<file path="src/rtl/blink_mmu.sv">
// Z88 Blink bank-switching MMU: segment mapping, chip-enable decode, per-slot WAIT insertion.
// Optional write protection per slot is built when BLINK_MMU_WRPROT_EN is defined.
module blink_mmu #(
    parameter int           NSEG     = 4,
    parameter int           ADDR_W   = 16,
    parameter int           BANK_W   = 8,
    parameter logic [7:0]   IO_BASE  = 8'hD0,
    parameter int           WS_W     = 3,
    parameter int           WS_RESET = 3,
    localparam int          SB       = $clog2(NSEG),
    localparam int          MA_W     = BANK_W + ADDR_W - SB
) (
    input  logic              mck,
    input  logic              rin_n,
    input  logic [ADDR_W-1:0] ca,
    input  logic [7:0]        cdi,
    input  logic              mrq_n,
    input  logic              ior_n,
    input  logic              crd_n,
    output logic [MA_W-1:0]   ma,
    output logic              ipce_n,
    output logic              irce_n,
    output logic [2:0]        se_n,
    output logic              wrb_n,
    output logic              roe_n,
    output logic              wait_n,
    output logic [7:0]        cdo,
    output logic              cdo_oe,
    output logic              wp_viol
);
    typedef enum logic [1:0] {IDLE, WAIT, DONE} state_t;

    localparam logic [7:0] NS8 = 8'(NSEG);

    logic [BANK_W-1:0] sr [NSEG];
    logic [WS_W-1:0]   ws [4];
    logic [SB-1:0]     idx;
    logic [BANK_W-1:0] bank;
    logic [1:0]        slot;
    logic              mem, wp_blk;

    assign idx  = ca[ADDR_W-1 -: SB];
    assign bank = sr[idx];
    assign slot = bank[BANK_W-1 -: 2];
    assign mem  = !mrq_n;
    assign ma   = {bank, ca[ADDR_W-SB-1:0]};

    assign ipce_n = !(mem && slot == 2'd0 && !bank[BANK_W-3]);
    assign irce_n = !(mem && slot == 2'd0 &&  bank[BANK_W-3]);
    assign roe_n  = !(mem && !crd_n);
    assign wrb_n  = !(mem && crd_n && !wp_blk);

    for (genvar s = 1; s < 4; s++) begin : g_se
        assign se_n[s-1] = !(mem && slot == 2'(s));
    end

    // IO port decode on the low address byte; strobe on the first sampled-low cycle of ior_n
    logic [7:0]      off, rd_data;
    logic [SB-1:0]   seg_k;
    logic [1:0]      ws_s;
    logic            seg_hit, ws_hit, wp_hit, rd_hit;
    logic            ior_q, mrq_q, strobe, io_wr, io_rd;

    assign off     = ca[7:0] - IO_BASE;
    assign seg_hit = off < NS8;
    assign ws_hit  = (off >= NS8) && (off < NS8 + 8'd4);
    assign seg_k   = off[SB-1:0];
    assign ws_s    = off[1:0] - NS8[1:0];
    assign rd_hit  = seg_hit || ws_hit || wp_hit;
    assign strobe  = ior_q && !ior_n;
    assign io_wr   = strobe && crd_n;
    assign io_rd   = strobe && !crd_n;

`ifdef BLINK_MMU_WRPROT_EN
    logic [3:0] wp;

    assign wp_hit = off == NS8 + 8'd4;
    assign wp_blk = mem && crd_n && wp[slot];

    always_ff @(posedge mck) begin
        if (!rin_n) begin
            wp      <= '0;
            wp_viol <= 1'b0;
        end else begin
            if (io_wr && wp_hit) begin
                wp <= cdi[3:0];
                if (cdi[7]) wp_viol <= 1'b0;
            end
            // a blocked write in the same cycle as a clear keeps the flag set
            if (wp_blk) wp_viol <= 1'b1;
        end
    end
`else
    assign wp_hit  = 1'b0;
    assign wp_blk  = 1'b0;
    assign wp_viol = 1'b0;
`endif

    always_comb begin
        rd_data = '0;
        if (seg_hit)     rd_data = 8'(sr[seg_k]);
        else if (ws_hit) rd_data = 8'(ws[ws_s]);
`ifdef BLINK_MMU_WRPROT_EN
        else if (wp_hit) rd_data = {wp_viol, 3'b000, wp};
`endif
    end

    state_t          state, state_nx;
    logic [WS_W-1:0] cnt, cnt_nx, n;
    logic            wait_nx, fall;

    assign n    = ws[slot];
    assign fall = mrq_q && !mrq_n;

    always_comb begin
        state_nx = state;
        cnt_nx   = cnt;
        wait_nx  = wait_n;
        case (state)
            IDLE: if (fall) begin
                if (n == '0) begin
                    state_nx = DONE;
                    wait_nx  = 1'b1;
                end else begin
                    state_nx = WAIT;
                    cnt_nx   = n;
                    wait_nx  = 1'b0;
                end
            end
            WAIT: if (mrq_n) begin
                state_nx = IDLE;
                wait_nx  = 1'b1;
            end else if (cnt == WS_W'(1)) begin
                state_nx = DONE;
                wait_nx  = 1'b1;
            end else begin
                cnt_nx = cnt - WS_W'(1);
            end
            DONE: if (mrq_n) state_nx = IDLE;
            default: begin
                state_nx = IDLE;
                wait_nx  = 1'b1;
            end
        endcase
    end

    always_ff @(posedge mck) begin
        if (!rin_n) begin
            state  <= IDLE;
            cnt    <= '0;
            wait_n <= 1'b1;
            mrq_q  <= 1'b1;
            ior_q  <= 1'b1;
            cdo    <= '0;
            cdo_oe <= 1'b0;
            for (int k = 0; k < NSEG; k++) sr[k] <= '0;
            for (int k = 0; k < 4; k++)    ws[k] <= WS_W'(WS_RESET);
        end else begin
            state  <= state_nx;
            cnt    <= cnt_nx;
            wait_n <= wait_nx;
            mrq_q  <= mrq_n;
            ior_q  <= ior_n;
            if (io_wr && seg_hit) sr[seg_k] <= BANK_W'(cdi);
            if (io_wr && ws_hit)  ws[ws_s]  <= cdi[WS_W-1:0];
            if (ior_n) begin
                cdo_oe <= 1'b0;
            end else if (io_rd) begin
                if (rd_hit) cdo <= rd_data;
                cdo_oe <= rd_hit;
            end
        end
    end
endmodule
</file>
<file path="config.mk">
export PLATFORM = sky130hd
export DESIGN_NAME = blink_mmu
export DESIGN_NICKNAME = d
export VERILOG_FILES = /design/src/rtl/blink_mmu.sv
export SDC_FILE = /design/constraint.sdc
export NUM_CORES = 1
export LEC_CHECK = 0
export ABC_AREA = 1
export BUFFER_PORTS_ARGS = -buffer_cell sky130_fd_sc_hd__buf_4
export CORE_ASPECT_RATIO = 1.1
export CORE_MARGIN = 1.5
export CORE_UTILIZATION = 59
export CTS_CLUSTER_DIAMETER = 50
export DETAILED_ROUTE_END_ITERATION = 8
export GPL_ROUTABILITY_DRIVEN = 0
export PLACE_DENSITY = 0.95
export RECOVER_POWER = 25
export SLEW_MARGIN = 25
export SYNTH_ARGS = -nofsm -noshare
export SYNTH_HDL_FRONTEND = slang
export SYNTH_SLANG_ARGS = --single-unit
</file>
<file path="constraint.sdc">
create_clock -name mck -period 3.2 [get_ports mck]
set_clock_uncertainty 0.2 [all_clocks]
set_input_delay 0.32 -clock mck [delete_from_list [all_inputs] [get_ports mck]]
set_output_delay 0.32 -clock mck [all_outputs]
set_load 0.02 [all_outputs]
</file>
==> metrics.yaml <==
status: "complete, no violations"
n_antenna_cell: 0
drt_iter0_markers: 409
internal_power_mw: 1.35
cts_max_level: 3
critical_path_class: "input pin to register"
layout-drive-gt1-share_pct: 13.9
peakVddDrop_uv: 328
synth_area_leaders: "edfxtp_1 (39%), dfxtp_1 (10%), nand2_1 (9.9%)"
area_growth_pct: 13.2
rsz0062_at_grt: "no"
final-seq-area_um2: 1660
synth_seq_cells: 61
synth_mux_area_share_pct: 0
routedWlPerCell_um: 15.5
grt_pass1_vias: 2964
p_leak_nw: 1.63
slew_violations: 0
clkSlewWorstSetupHoldPaths_ns: 0.07
io_pins: 69
hp-start: "rin_n"
grt_usage_pct: 29.6
yosysTopAreaCellShare_pct: 39.3
syn_inst: 425
worstMarginPinSlew_ns: 0.823
drc_errors: 0
maxCapViolations: 0
routed_wl_mm: 8.46
viasPerCell: 5.68
vias: 3092
r2r-start: "ior_q$_SDFF_PN1_"
hold_viol_final: 0
multi_input_area_um2: 1320
yosys.area_share.simple_pct: 27.0
power_frac_seq_pct: 47.0
dieHeight_um: 82.2
clkSinkCount: 61
fin_setup_tns_ns: 0
grt_pass1_wl_mm: 13.3
tritoncts: "built"
synth_ff_type: "edfxtp_1"
period_minus_slack_ns: 2.67
synth_cell_types: 33
syn_area_per_cell_um2: 7.92
numCtsBuffers: 9
firstDrtPassIters: 5
core_area_um2: 5430
max_freq_mhz: 375
clk_latency_ns: 0.35
dp.final_hpwl_mm: 6.06
crit_fanout: 9
critPathLaunchType: "input pin"
grt_max_degree: 30
synth.net_count: 456
seq_area_frac_synth_pct: 49.4
finalNetCount: 495
power_mw: 1.93
fillers: 446
p_clk_share_pct: 34.1
worst_setup_path_end_kind: "register"
p_sw_uw: 576
fp-row-count: 28
hold_path_class: "input pin to register"
clockRootBuffer: "clkbuf_8"
die_area_um2: 6170
crit_arrival_ns: 2.48
gr-total-overflow: 0
setup_violations: 0
worstPathRequired_ns: 3.02
syn_area_um2: 3360
synth_compound_area_share_pct: 11.6
comb_power_share_pct: 18.9
slew_headroom_pct: 45.1
yosysWarnings: 0
synth_top_family_by_area: "simple AND/OR/NAND/NOR gates"
cts_buffer_depth: 2
synth_xor_area_share_pct: 0.260
fp.dieW_um: 75
crit_start: "ior_n"
final_antenna_net_count: 0
cts_setup_buffers: 0
yosysTopAreaCell: "edfxtp_1"
synth_edf_count: 44
swShare_pct: 29.9
fin_crit_sh_pct: 83.3
antenna_found_initial: 0
io_buffers: 55
async_flop_share_pct: 0
synthAdderAreaFrac_pct: 0.744
p_per_area_nw_per_um2: 506
initial_core_util_pct: 62.0
==> worst max-delay path, cell delays in order <==
cell and delay, ns:
dlygate4sd3_1 0.53, clkbuf_4 0.14, nor3_1 0.24, inv_1 0.09
nor3_1 0.23, inv_1 0.13, nor2_2 0.14, nand3_1 0.27
nand2_1 0.38
==> cells in the mapped netlist (2+ instances only) <==
library cell and instances:
nand2_4 2, or2_2 4, nand3_1 17, ha_1 2, edfxtp_1 44, dfxtp_1 17
o22ai_1 13, nor3_1 15, a31oi_1 2, nand3_4 2, nand3_2 2, inv_1 43
o21ai_0 38, buf_4 15, clkbuf_1 14, nand2_1 89, nand2_2 3, nor2_1 72
inv_2 3, a21oi_1 15
==> power by group through the flow <==
| stage | Combinational (mW) | Sequential [mW] | Clock [mW] |
|---|---|---|---|
| 2_1_floorplan | 0.271 | 0.920 | 0 |
| 3_5_place_dp | 0.374 | 0.922 | 0 |
| 3_3_place_gp | 0.356 | 0.920 | 0 |
| 6_report | 0.364 | 0.905 | 0.658 |
| 4_1_cts | 0.380 | 0.905 | 0.665 |
| 5_1_grt | 0.403 | 0.909 | 0.696 |
==> routing by layer <==
| metal | global-route usage (%) | routed length [um] |
|---|---|---|
| met4 | 16.4 | 236 |
| met5 | 0 | 0 |
| met3 | 8.86 | 952 |
| met2 | 50.0 | 4160 |
| met1 | 33.1 | 3110 |
==> cell families after synthesis <==
logic type      Yosys count
simple gates            209
buf+inv                  79
compound gates           72
flops                    61
fa+ha+maj                 2
xor+xnor                  1
other cells               1
==> metrics by stage <==
stage          util, %  area (um^2)  hold WS [ns]  cells  worst slack, ns
3_5_place_dp      68.4         3710         0.257    527            0.768
3_3_place_gp      68.4         3710         0.251    527            0.881
4_1_cts           72.1         3920        0.0719    544            0.555
2_1_floorplan        -         3360         0.240    425             1.05
6_report          70.2         3810        0.0905    544            0.534
5_1_grt           70.2         3810        0.0943    544            0.250
==> cell type report <==
type / instances / area share, %
inverters: 48 / 4.79
clock inverters: 4 / 0.755
repair buffers: 59 / 9.33
multi-input cells: 285 / 34.7
clock buffers: 12 / 4.37
well taps: 75 / 2.46
flip-flops and latches: 61 / 43.6
==> placed cells by master (no fill, tap or decap), types with 3 or more instances in the layout <==
| cell | Yosys | final |
|---|---|---|
| nand3_1 | 17 | 17 |
| dfxtp_1 | 17 | 17 |
| edfxtp_1 | 44 | 44 |
| o21ai_0 | 38 | 38 |
| clkbuf_8 | 0 | 10 |
| inv_1 | 43 | 43 |
| o22ai_1 | 13 | 13 |
| nor2_1 | 72 | 72 |
| or2_2 | 4 | 4 |
| nor3_1 | 15 | 15 |
| nand2_1 | 89 | 92 |
| inv_2 | 3 | 3 |
| buf_4 | 15 | 32 |
| clkbuf_1 | 14 | 25 |
| a21oi_1 | 15 | 15 |
==> repair_timing <==
action                                 CTS  global route
endpoints found under the hold margin    1             0
gates resized for setup                  0             0
hold buffers                             1             0
==> final timing paths <==
check        slack [ns]                      to  depth (start not counted)
min reg2reg        0.26     cdo[5]$_SDFFE_PN0P_                          2
max reg2reg        0.88  sr[0][5]$_SDFFCE_PN0P_                          8
min                0.09        mrq_q$_SDFF_PN1_                          2
max                0.53  sr[0][5]$_SDFFCE_PN0P_                          9
==> registers in the layout, summed over array words and instances (netlist names) <==
register  cells
cdo           8
cdo_oe        1
cnt           3
ior_q         1
mrq_q         1
sr           32
state         2
wait_n        1
ws           12
Power figures use the tool's default switching activity.
